[src/rtl/wb_master_arbiter.sv]
// Round-robin arbiter sharing one registered Wishbone master port among NUM_REQ requesters.
// Define WB_ARB_TIMEOUT_EN to add the ack watchdog that errors out a stalled BUSY cycle.
module wb_master_arbiter #(
   parameter int NUM_REQ        = 2,
   parameter int ADDR_WIDTH     = 2,
   parameter int DATA_WIDTH     = 8,
   parameter int TIMEOUT_CYCLES = 64
) (
   input  logic                          clk_i,
   input  logic                          rst_i,
   input  logic [NUM_REQ-1:0]            s_cyc_i,
   input  logic [NUM_REQ-1:0]            s_stb_i,
   input  logic [NUM_REQ-1:0]            s_we_i,
   input  logic [NUM_REQ*ADDR_WIDTH-1:0] s_adr_i,
   input  logic [NUM_REQ*DATA_WIDTH-1:0] s_dat_i,
   output logic [NUM_REQ-1:0]            s_ack_o,
   output logic [NUM_REQ-1:0]            s_err_o,
   output logic [DATA_WIDTH-1:0]         s_dat_o,
   output logic [NUM_REQ-1:0]            gnt_o,
   output logic                          m_cyc_o,
   output logic                          m_stb_o,
   output logic                          m_we_o,
   output logic [ADDR_WIDTH-1:0]         m_adr_o,
   output logic [DATA_WIDTH-1:0]         m_dat_o,
   input  logic                          m_ack_i,
   input  logic [DATA_WIDTH-1:0]         m_dat_i
);

   generate
      if (NUM_REQ < 2 || NUM_REQ > 4) begin : g_bad_num_req
         $error("wb_master_arbiter: NUM_REQ must be in 2..4");
      end
      if (TIMEOUT_CYCLES < 1) begin : g_bad_timeout
         $error("wb_master_arbiter: TIMEOUT_CYCLES must be at least 1");
      end
   endgenerate

   typedef enum logic [1:0] {IDLE, BUSY, RELEASE} state_t;

   localparam logic [1:0] LAST_IDX = 2'(NUM_REQ - 1);

   state_t                  state_q, state_d;
   logic [1:0]              ptr_q, ptr_d;
   logic [1:0]              g_q, g_d;
   logic [NUM_REQ-1:0]      gnt_q, gnt_d;
   logic [NUM_REQ-1:0]      s_ack_q, s_ack_d;
   logic [DATA_WIDTH-1:0]   s_dat_q, s_dat_d;
   logic                    m_cyc_q, m_cyc_d;
   logic                    m_stb_q, m_stb_d;
   logic                    m_we_q, m_we_d;
   logic [ADDR_WIDTH-1:0]   m_adr_q, m_adr_d;
   logic [DATA_WIDTH-1:0]   m_dat_q, m_dat_d;

   logic [NUM_REQ-1:0]      req;
   logic                    found;
   logic [1:0]              win;
   logic [2:0]              sum;
   logic [NUM_REQ-1:0]      win_oh;
   logic [NUM_REQ-1:0]      g_oh;
   logic                    sel_we;
   logic [ADDR_WIDTH-1:0]   sel_adr;
   logic [DATA_WIDTH-1:0]   sel_dat;
   logic                    cyc_g;

`ifdef WB_ARB_TIMEOUT_EN
   localparam int TW = $clog2(TIMEOUT_CYCLES + 1);
   logic [TW-1:0]           timer_q, timer_d;
   logic [NUM_REQ-1:0]      s_err_q, s_err_d;
`endif

   assign req = s_cyc_i & s_stb_i;

   function automatic logic [1:0] next_idx(input logic [1:0] i);
      return (i == LAST_IDX) ? 2'd0 : i + 2'd1;
   endfunction

   // First requester at or after ptr, wrapping modulo NUM_REQ.
   always_comb begin
      found = 1'b0;
      win   = '0;
      sum   = '0;
      for (int unsigned i = 0; i < NUM_REQ; i++) begin
         sum = {1'b0, ptr_q} + 3'(i);
         if (sum >= 3'(NUM_REQ)) sum = sum - 3'(NUM_REQ);
         for (int unsigned k = 0; k < NUM_REQ; k++) begin
            if (!found && req[k] && sum[1:0] == 2'(k)) begin
               found = 1'b1;
               win   = 2'(k);
            end
         end
      end
   end

   always_comb begin
      win_oh  = '0;
      g_oh    = '0;
      sel_we  = 1'b0;
      sel_adr = '0;
      sel_dat = '0;
      cyc_g   = 1'b0;
      for (int unsigned k = 0; k < NUM_REQ; k++) begin
         if (win == 2'(k)) begin
            win_oh[k] = 1'b1;
            sel_we    = s_we_i[k];
            sel_adr   = s_adr_i[k*ADDR_WIDTH +: ADDR_WIDTH];
            sel_dat   = s_dat_i[k*DATA_WIDTH +: DATA_WIDTH];
         end
         if (g_q == 2'(k)) begin
            g_oh[k] = 1'b1;
            cyc_g   = s_cyc_i[k];
         end
      end
   end

   always_comb begin
      state_d = state_q;
      ptr_d   = ptr_q;
      g_d     = g_q;
      gnt_d   = gnt_q;
      s_ack_d = '0;
      s_dat_d = s_dat_q;
      m_cyc_d = m_cyc_q;
      m_stb_d = m_stb_q;
      m_we_d  = m_we_q;
      m_adr_d = m_adr_q;
      m_dat_d = m_dat_q;
`ifdef WB_ARB_TIMEOUT_EN
      timer_d = timer_q;
      s_err_d = '0;
`endif
      case (state_q)
         IDLE: begin
            if (found) begin
               g_d     = win;
               gnt_d   = win_oh;
               m_we_d  = sel_we;
               m_adr_d = sel_adr;
               m_dat_d = sel_dat;
               m_cyc_d = 1'b1;
               m_stb_d = 1'b1;
`ifdef WB_ARB_TIMEOUT_EN
               timer_d = '0;
`endif
               state_d = BUSY;
            end
         end
         BUSY: begin
            // Ack has priority over both abort and watchdog expiry.
            if (m_ack_i) begin
               m_cyc_d = 1'b0;
               m_stb_d = 1'b0;
               m_we_d  = 1'b0;
               s_ack_d = g_oh;
               if (!m_we_q) s_dat_d = m_dat_i;
               ptr_d   = next_idx(g_q);
               state_d = RELEASE;
            end else if (!cyc_g) begin
               m_cyc_d = 1'b0;
               m_stb_d = 1'b0;
               m_we_d  = 1'b0;
               ptr_d   = next_idx(g_q);
               state_d = RELEASE;
            end
`ifdef WB_ARB_TIMEOUT_EN
            else if (timer_q == TW'(TIMEOUT_CYCLES - 1)) begin
               m_cyc_d = 1'b0;
               m_stb_d = 1'b0;
               m_we_d  = 1'b0;
               s_err_d = g_oh;
               ptr_d   = next_idx(g_q);
               state_d = RELEASE;
            end else begin
               timer_d = timer_q + 1'b1;
            end
`endif
         end
         RELEASE: begin
            gnt_d   = '0;
            m_adr_d = '0;
            m_dat_d = '0;
            state_d = IDLE;
         end
         default: state_d = IDLE;
      endcase
   end

   always_ff @(posedge clk_i or negedge rst_i) begin
      if (!rst_i) begin
         state_q <= IDLE;
         ptr_q   <= '0;
         g_q     <= '0;
         gnt_q   <= '0;
         s_ack_q <= '0;
         s_dat_q <= '0;
         m_cyc_q <= 1'b0;
         m_stb_q <= 1'b0;
         m_we_q  <= 1'b0;
         m_adr_q <= '0;
         m_dat_q <= '0;
      end else begin
         state_q <= state_d;
         ptr_q   <= ptr_d;
         g_q     <= g_d;
         gnt_q   <= gnt_d;
         s_ack_q <= s_ack_d;
         s_dat_q <= s_dat_d;
         m_cyc_q <= m_cyc_d;
         m_stb_q <= m_stb_d;
         m_we_q  <= m_we_d;
         m_adr_q <= m_adr_d;
         m_dat_q <= m_dat_d;
      end
   end

`ifdef WB_ARB_TIMEOUT_EN
   always_ff @(posedge clk_i or negedge rst_i) begin
      if (!rst_i) begin
         timer_q <= '0;
         s_err_q <= '0;
      end else begin
         timer_q <= timer_d;
         s_err_q <= s_err_d;
      end
   end
   assign s_err_o = s_err_q;
`else
   assign s_err_o = '0;
`endif

   assign s_ack_o = s_ack_q;
   assign s_dat_o = s_dat_q;
   assign gnt_o   = gnt_q;
   assign m_cyc_o = m_cyc_q;
   assign m_stb_o = m_stb_q;
   assign m_we_o  = m_we_q;
   assign m_adr_o = m_adr_q;
   assign m_dat_o = m_dat_q;

endmodule

[config.mk]
export PLATFORM = sky130hd
export DESIGN_NAME = wb_master_arbiter
export DESIGN_NICKNAME = d
export VERILOG_FILES = /design/src/rtl/wb_master_arbiter.sv
export SDC_FILE = /design/constraint.sdc
export NUM_CORES = 1
export LEC_CHECK = 0
export ABC_AREA = 1
export BUFFER_PORTS_ARGS = -buffer_cell sky130_fd_sc_hd__buf_2
export CORE_UTILIZATION = 30
export DETAILED_ROUTE_END_ITERATION = 7
export GPL_ROUTABILITY_DRIVEN = 0
export PLACE_DENSITY = 0.65
export SLEW_MARGIN = 20
export SYNTH_ARGS = -nofsm -noshare
export SYNTH_HDL_FRONTEND = slang
export SYNTH_SLANG_ARGS = --single-unit
[constraint.sdc]
create_clock -name clk_i -period 1.4 [get_ports clk_i]
set_input_delay 0.07 -clock clk_i [delete_from_list [all_inputs] [get_ports clk_i]]
set_output_delay 0.07 -clock clk_i [all_outputs]
set_load 0.005 [all_outputs]
**Word level (Yosys, flattened, before mapping)**

Index checks and enable logic that the tools add are counted.

- Register bits: 30
- Input port bits: 37
- Output and inout port bits: 27
- Word-level logic and storage cells: 92

- Add/subtract/negate cells: 4
- $lt $le $gt $ge: 2
- Equal/unequal tests: 9
- Mux-type cells: 42
- Bitwise operators: 2
- Reductions and logical operators: 23

Operators with widths:

| cell | number |
|---|---|
| $mux 2 | 16 |
| $mux 8 | 3 |
| $mux 1 | 17 |
| $pmux 8 s2 | 1 |
| $pmux 2 s2 | 3 |
| $eq 2x1->1 const B | 5 |
| $logic_not 2->1 | 5 |
| $reduce_and 2->1 | 4 |
| $logic_and 1x1->1 | 7 |
| $reduce_and 3->1 | 2 |
| $ne 2x2->1 const B | 2 |
| $pmux 1 s2 | 2 |
| $reduce_bool 2->1 | 2 |
| $sub 2x2->2 const B | 2 |
| $add 2x1->3 const B | 1 |
| $ge 3x2->1 const B | 1 |
| $logic_not 1->1 | 3 |
| $ne 3x3->1 const B | 1 |
| $add 2x1->2 const B | 1 |
| $and 2x2->2 | 1 |
| $eq 2x2->1 const B | 1 |
| $ge 2x2->1 const B | 1 |
| $not 1->1 | 1 |

**Longest topological paths before layout**

Gate-level depths: netlist of run 1.

- Depth in word-level cells: 22
- Mapped depth: 8

**Least setup slack after synthesis of run 1**

No wires, ideal clock.

- Path kind: flip-flop to flip-flop
- From: register state_q[1]
- To: register m_adr_q[0], in the netlist m_adr_o[0]
- Data arrival time: 975 ps
- Slack: 302 ps
- Stages on the path, launching flop included: 8
- Clock period less this slack: 1098 ps
- Path through: dfrtp_1 nor2_1 nand2_2 nand2_4 inv_2 buf_6 nand2_1 nand3_1

- Longest elaborated chain between the ends: 3
- Elaborated cells on any way between the ends: 6
- Those cells by class: eq/ne: 2; mux: 1; reduce/logical: 3

RTL lines:

| element | line | RTL |
|---|---|---|
| start, declared | 42 | `state_t state_q, state_d;` |
| start signal, assigned | 201 | `state_q <= state_d;` |
| $eq 2x2->1 / $logic_not 2->1 (equally long branches) | 131 | `case (state_q)` |
| $reduce_bool 2->1 (no source line) / $ne 2x2->1 (equally long branches) | - |  |
| $reduce_and 2->1 (no source line) | - |  |
| end signal, assigned | 210 | `m_adr_q <= m_adr_d;` |
| end, declared | 51 | `logic [ADDR_WIDTH-1:0] m_adr_q, m_adr_d;` |

Parallel ways exist; a longest one is shown, timed or not.
A chain may end at the register's enable or synchronous reset.

**Worst setup path after layout of run 1**

- From: register state_q[1]
- To: register s_dat_q[1], in the netlist s_dat_o[1]

- Longest elaborated chain between the ends: 2

RTL lines:

| element | line | RTL |
|---|---|---|
| $eq 2x1->1 | 131 |  |
| $reduce_and 3->1 (no source line) | - |  |
| end signal, assigned | 206 | `s_dat_q <= s_dat_d;` |
| end, declared | 47 | `logic [DATA_WIDTH-1:0] s_dat_q, s_dat_d;` |

No other way between the ends.

==> metrics.cfg, run 1 <==
[hold_path]
hold_class=in -> reg
min_to=m_dat_o[6]
min_from=s_dat_i[14]
min_path_cells=3

[logic_synthesis]
synthMuxAreaShare=0
syn_inst=159
ys_seq_elements=28
ys_top_cells_by_count=nand2_1 (70), dfrtp_1 (28), nand3_1 (20), inv_1 (6), nand4_1 (6)
avgSynthCellArea_sq_um=8.36
synth_enable_flop_cells=0
synth_ff_type=dfrtp_1
synth.top_cell.area_share=0.527
synth_top_family_by_area=simple AND/OR/NAND/NOR gates
synth_top_cell_by_area=dfrtp_1
yosys-top-cells-area=dfrtp_1 (53%), nand2_1 (20%), nand3_1 (7.5%), nand3_2 (3.8%), nand4_1 (2.8%)
async_reset_ff_frac=1.00
ys_types=18
yosysMostFrequentCell=nand2_1
synthXorXnorAreaFrac=0
synth_compound_area_frac=0.0113
syn-cell-area_sq_mm=0.00133
ys_warn_count=0
synthAdderAreaFrac=0
synthSimpleGateAreaFrac=0.387
synth_seq_area_share=0.527

[placed_design]
port-buffer-count=61
dp.cells=266
placed_area_sq_mm=0.00166
dpl.hpwl_um=2410

[global_routing]
grt_pass1_wl_um=4920
antenna_found_initial=0
groute.usage.overall=0.145
grt.overflow.total=0
grt_pass1_vias=1051
grt_max_degree=29

[critical_path]
worstReg2RegEnd=s_dat_o[1]
worst_setup_path_end_kind=register
crit_type=reg -> reg
start_kind=register
worstPathArrival_ns=1.39
critPathMaxFanout=8
rr_worst_depth=4
r2r_slack_ns=0.18
crit_required_ns=1.57
reg2reg_from=state_q[1]

[clock_tree]
ctsResizeCount=0
htreeDepth=1
clk_path_buf_depth=2
cts_buffers=3
cts_tree=yes
root_buffer=clkbuf_8
cts.sink_count=28
clk_pin_slew_ns=0.09
worstSkewPairLatency_ns=0.27
post-cts-setup-buffer-count=0

[power]
powerDensity_mw_per_mm2=1790
power_uw=3100
peakVddDrop_mv=0.688
leakagePower_uw=0.00101

[sta]
worstMarginPinSlew_ns=0.627
slew_headroom=0.582
hold_violations=0
slew_viol_final=0
fin_crit_sh=0.875
fmax_mhz=817
rsz0062_at_grt=no
tns_ns=0
period_minus_slack_ns=1.22
setup_violations=0
skew_ns=0.00202

[finish]
antenna_cells=0
nets=260
drive_gt1_frac=0.365
syn_to_final_growth_pct=30.4
stdcell_count=272
nFillCells=445
design_area_sq_mm=0.00173
fin_util=0.421

[drt]
drtPass1Iterations=4
drt_iter0_drc=85
drt-vias-per-instance=4.45
ant_nets=0
post_drt_wl_per_cell_um=11.7
drcViolationCount=0
drt_wl_total_um=3190
vias=1211

[outcome]
status=finished, final reports clean

[die]
core_area_sq_mm=0.00412
die_x_um=68.6
die_h_um=68.6
die_area_sq_mm=0.00470
num_rows=23
initial_utilization=0.323
io_pins=64

[flow_run]
cap_violations=0

metal layers:
metal  vias up  GRT usage  part of all wire
li1        630          -                 -
met1       542      0.198              0.48
met2        37      0.225              0.46
met3         2     0.0345             0.058
met4         0     0.0469            0.0056
met5         -          0                 0
stage by stage:
| stage | worst slack, ns | hold slack (ns) |
|---|---|---|
| 3_3_place_gp | 0.210 | 0.119 |
| 4_1_cts | 0.168 | 0.00216 |
| 3_5_place_dp | 0.195 | 0.127 |
| 6_report | 0.175 | 0.00767 |
| 5_1_grt | 0.0205 | 0.0161 |
| 2_1_floorplan | 0.302 | -0.226 |
cells by family (layout without fill, tap and decap cells):
group,count (synthesis),after routing
AND/OR/NAND/NOR,110,110
flip-flops,28,28
buffers and inverters,17,79
AO/OA/AOI/OAI,3,3
other,1,2
critical path: stages, from the launching register on:
cell	delay (ns)
dfrtp_1	0.40
nor2_1	0.28
nand2_1	0.26
nand2_1	0.11
nand2_1	0.06
layout by cell type, fill, tap and decap left out:
cell type	netlist	final
buf_2	1	61
buf_4	4	2
clkbuf_8	0	4
conb_1	1	2
dfrtp_1	28	28
dlygate4sd3_1	0	2
inv_1	6	6
inv_2	4	4
nand2_1	70	70
nand2_2	1	1
nand2_4	2	2
nand3_1	20	20
nand3_2	5	5
nand4_1	6	6
nor2_1	2	2
nor2_2	1	1
nor2_4	1	1
nor3_1	2	2
o21ai_1	3	3
where the power goes:
part / internal [uW] / switching, uW
combinational: 526 / 722
sequential: 1160 / 197
clock: 252 / 250
registers in the layout, summed over array words and instances (netlist names):
signal   flops
gnt_o        2
state_q      2
s_ack_o      2
m_we_o       1
g_q          1
s_dat_o      8
m_stb_o      1
m_adr_o      2
m_dat_o      8
ptr_q        1
worst max path at each step:
| stage | from | end | slack (ns) | cells after the start |
|---|---|---|---|---|
| floorplan | state_q[1] | m_adr_o[0] | 0.30 | 7 |
| global placement | ptr_q[0] | g_q[0] | 0.21 | 6 |
| detailed placement | state_q[1] | s_dat_o[7] | 0.19 | 4 |
| CTS | state_q[1] | s_dat_o[7] | 0.17 | 4 |
| global route | state_q[1] | s_dat_o[1] | 0.02 | 4 |
| finish | state_q[1] | s_dat_o[1] | 0.18 | 4 |
repair_timing:
| item | in CTS | in global routing |
|---|---|---|
| endpoints found under the setup margin | 0 | 0 |
| hold endpoints to repair | 28 | 1 |
| hold buffers | 1 | 1 |
final cells by class:
cell class                      count  area (sq um)  share of cell area
Clock buffer                        4          55.1              0.0318
Sequential cell                    28           701               0.404
Tap cell                           50          62.6              0.0361
Multi-Input combinational cell    115           537               0.310
Timing Repair Buffer               65           340               0.196
Inverter                           10          37.5              0.0217
Power figures use the tool's default switching activity.
==> inputs of run 2 (changes only) <==
- CORE_MARGIN: unset -> 5
- PLACE_DENSITY: 0.65 -> 0.67
- clock period: 1.4 -> 1.1 ns (I/O delays scaled with it)
==> run 2 against run 1 <==
  * Cell area grew 5.3%
  * Critical path depth is 2 higher
  * Final cell count rose by 2.9%
  * Count of clock-buffer cells in the layout fell by 1
  * Clock skew about the same
  * Core utilization is 0.11 points higher
  * Wire length up 8.2%
  * Critical endpoint is now m_dat_o[1]
  * Largest cell class unchanged
==> metrics.cfg, run 2 (synthesis results as in run 1) <==
[power]
p_switching_uw=1570
p_sw_frac=0.381
p_comb_frac=0.442
peakVddDrop_mv=0.790
pwr-share-seq=0.425
clock_power_share=0.132
powerDensity_mw_per_mm2=2260
internal_power_uw=2550
power_uw=4120
leakagePower_uw=0.00106

[die]
core_area_sq_mm=0.00432
num_rows=24
die_h_um=76.6
die_x_um=76.6
initial_utilization=0.307
io_pins=64
die_area_sq_mm=0.00586

[global_routing]
grt_max_degree=29
grt.overflow.total=0
grt_pass1_wl_um=5620
met3_usage=0.0260
antenna_found_initial=0
use_met2=0.181
groute.usage.overall=0.114
grtUsageMet1=0.159
grt_pass1_vias=1204
busiest_layer=met2

[clock_tree]
cts_buffers=3
cts_tree=yes
root_buffer=clkbuf_8
cts.sink_count=28
htreeDepth=1
clk_path_buf_depth=2
clk_pin_slew_ns=0.09
worstSkewPairLatency_ns=0.26

[finish]
final_cell_mix=nand2_1 (67), buf_2 (61), dfrtp_1 (27)
syn_to_final_growth_pct=37.4
drive_gt1_frac=0.408
fin_util=0.422
layout_commonest_cell=nand2_1
nets=267
antenna_cells=0
design_area_sq_mm=0.00183
nFillCells=468

[sta]
rsz0062_at_grt=yes
worstMarginPinSlew_ns=0.628
slew_viol_final=0
skew_ns=0.00241
fin_crit_sh=0.994
fmax_mhz=914
slew_headroom=0.581
setup_violations=0
tns_ns=0
hold_violations=0
worst_slack_ns=0.00623
period_minus_slack_ns=1.09

[drt]
post_drt_wl_per_cell_um=12.3
drtPass1Iterations=4
drcViolationCount=0
vias=1271
ant_nets=0
drt_iter0_drc=61
drt-vias-per-instance=4.54
drt_wl_total_um=3450

[hold_path]
hold_class=in -> reg
min_from=s_dat_i[13]
min_to=m_dat_o[5]
min_path_cells=3

[placed_design]
port-buffer-count=61
place_ws_ns=-0.0621
dpl.hpwl_um=2640
placed_area_sq_mm=0.00171

[critical_path]
reg2reg_from=state_q[1]
critPathMaxFanout=6
rr_worst_depth=6
worst_setup_path_end_kind=register
start_kind=register
r2r_slack_ns=0.006
worstReg2RegEnd=m_dat_o[1]
worstPathArrival_ns=1.31
crit_type=reg -> reg
crit_required_ns=1.31

[outcome]
status=finished, final reports clean

[flow_run]
cap_violations=0

==> run 2: changes by cell type in the layout (fill, tap and decap cells not counted), sizes merged <==
cell         change
clkbuf           -1
dlygate4sd3      +1
buf              +6
==> run 2: worst max path at each step <==
| stage | start | endpoint | slack [ns] | cells after the start |
|---|---|---|---|---|
| floorplan | state_q[1] | m_adr_o[0] | 0.002 | 7 |
| global route | ptr_q[0] | m_adr_o[1] | -0.06 | 7 |
| finish | state_q[1] | m_dat_o[1] | 0.006 | 6 |
| detailed placement | state_q[1] | s_dat_o[4] | -0.06 | 4 |
| global placement | state_q[1] | g_q[0] | -0.02 | 5 |
| CTS | state_q[0] | m_dat_o[0] | 0.005 | 7 |
==> run 2: layout make-up <==
| class | count | area [sq um] | area share |
|---|---|---|---|
| Sequential cell | 28 | 702 | 0.385 |
| Tap cell | 52 | 65.1 | 0.0356 |
| Inverter | 10 | 40.0 | 0.0219 |
| Timing Repair Buffer | 72 | 408 | 0.223 |
| Clock buffer | 3 | 41.3 | 0.0226 |
| Multi-Input combinational cell | 115 | 569 | 0.312 |
==> run 2: worst max-delay path, stage by stage (launching register included) <==
cell     delay, ns
dfrtp_2       0.46
nor2_2        0.16
nand2_4       0.10
nand2_4       0.08
buf_4         0.14
nand2_1       0.06
nand2_1       0.05
==> run 2: power groups by stage <==
stage | Sequential, uW | Combinational, uW | Clock (uW)
after floorplan | 1770 | 945 | 0
after global placement | 1740 | 1720 | 0
after detailed placement | 1750 | 1750 | 0
after CTS | 1740 | 1810 | 573
after global routing | 1820 | 2070 | 607
final | 1750 | 1820 | 545
==> run 2: stage by stage <==
stage | hold WS [ns] | std cells
after floorplan | -0.241 | 160
after global placement | 0.111 | 273
after detailed placement | 0.117 | 273
after CTS | 0.00183 | 279
after global routing | 0.00410 | 280
final | 0.00215 | 280
==> run 2: what timing repair did <==
| action | in CTS | in global routing |
|---|---|---|
| setup endpoints to repair | 22 | 24 |
| buffers inserted | 0 | 1 |
| hold buffers | 3 | 0 |
| pin swaps | 2 | 1 |
| resized for setup | 6 | 6 |
| endpoints found under the hold margin | 30 | 0 |
==> run 2: per-layer routing <==
layer	routed length, um	up-vias
met4	12	0
met5	0	-
met3	204	2
li1	-	639
met2	1630	35
met1	1600	595
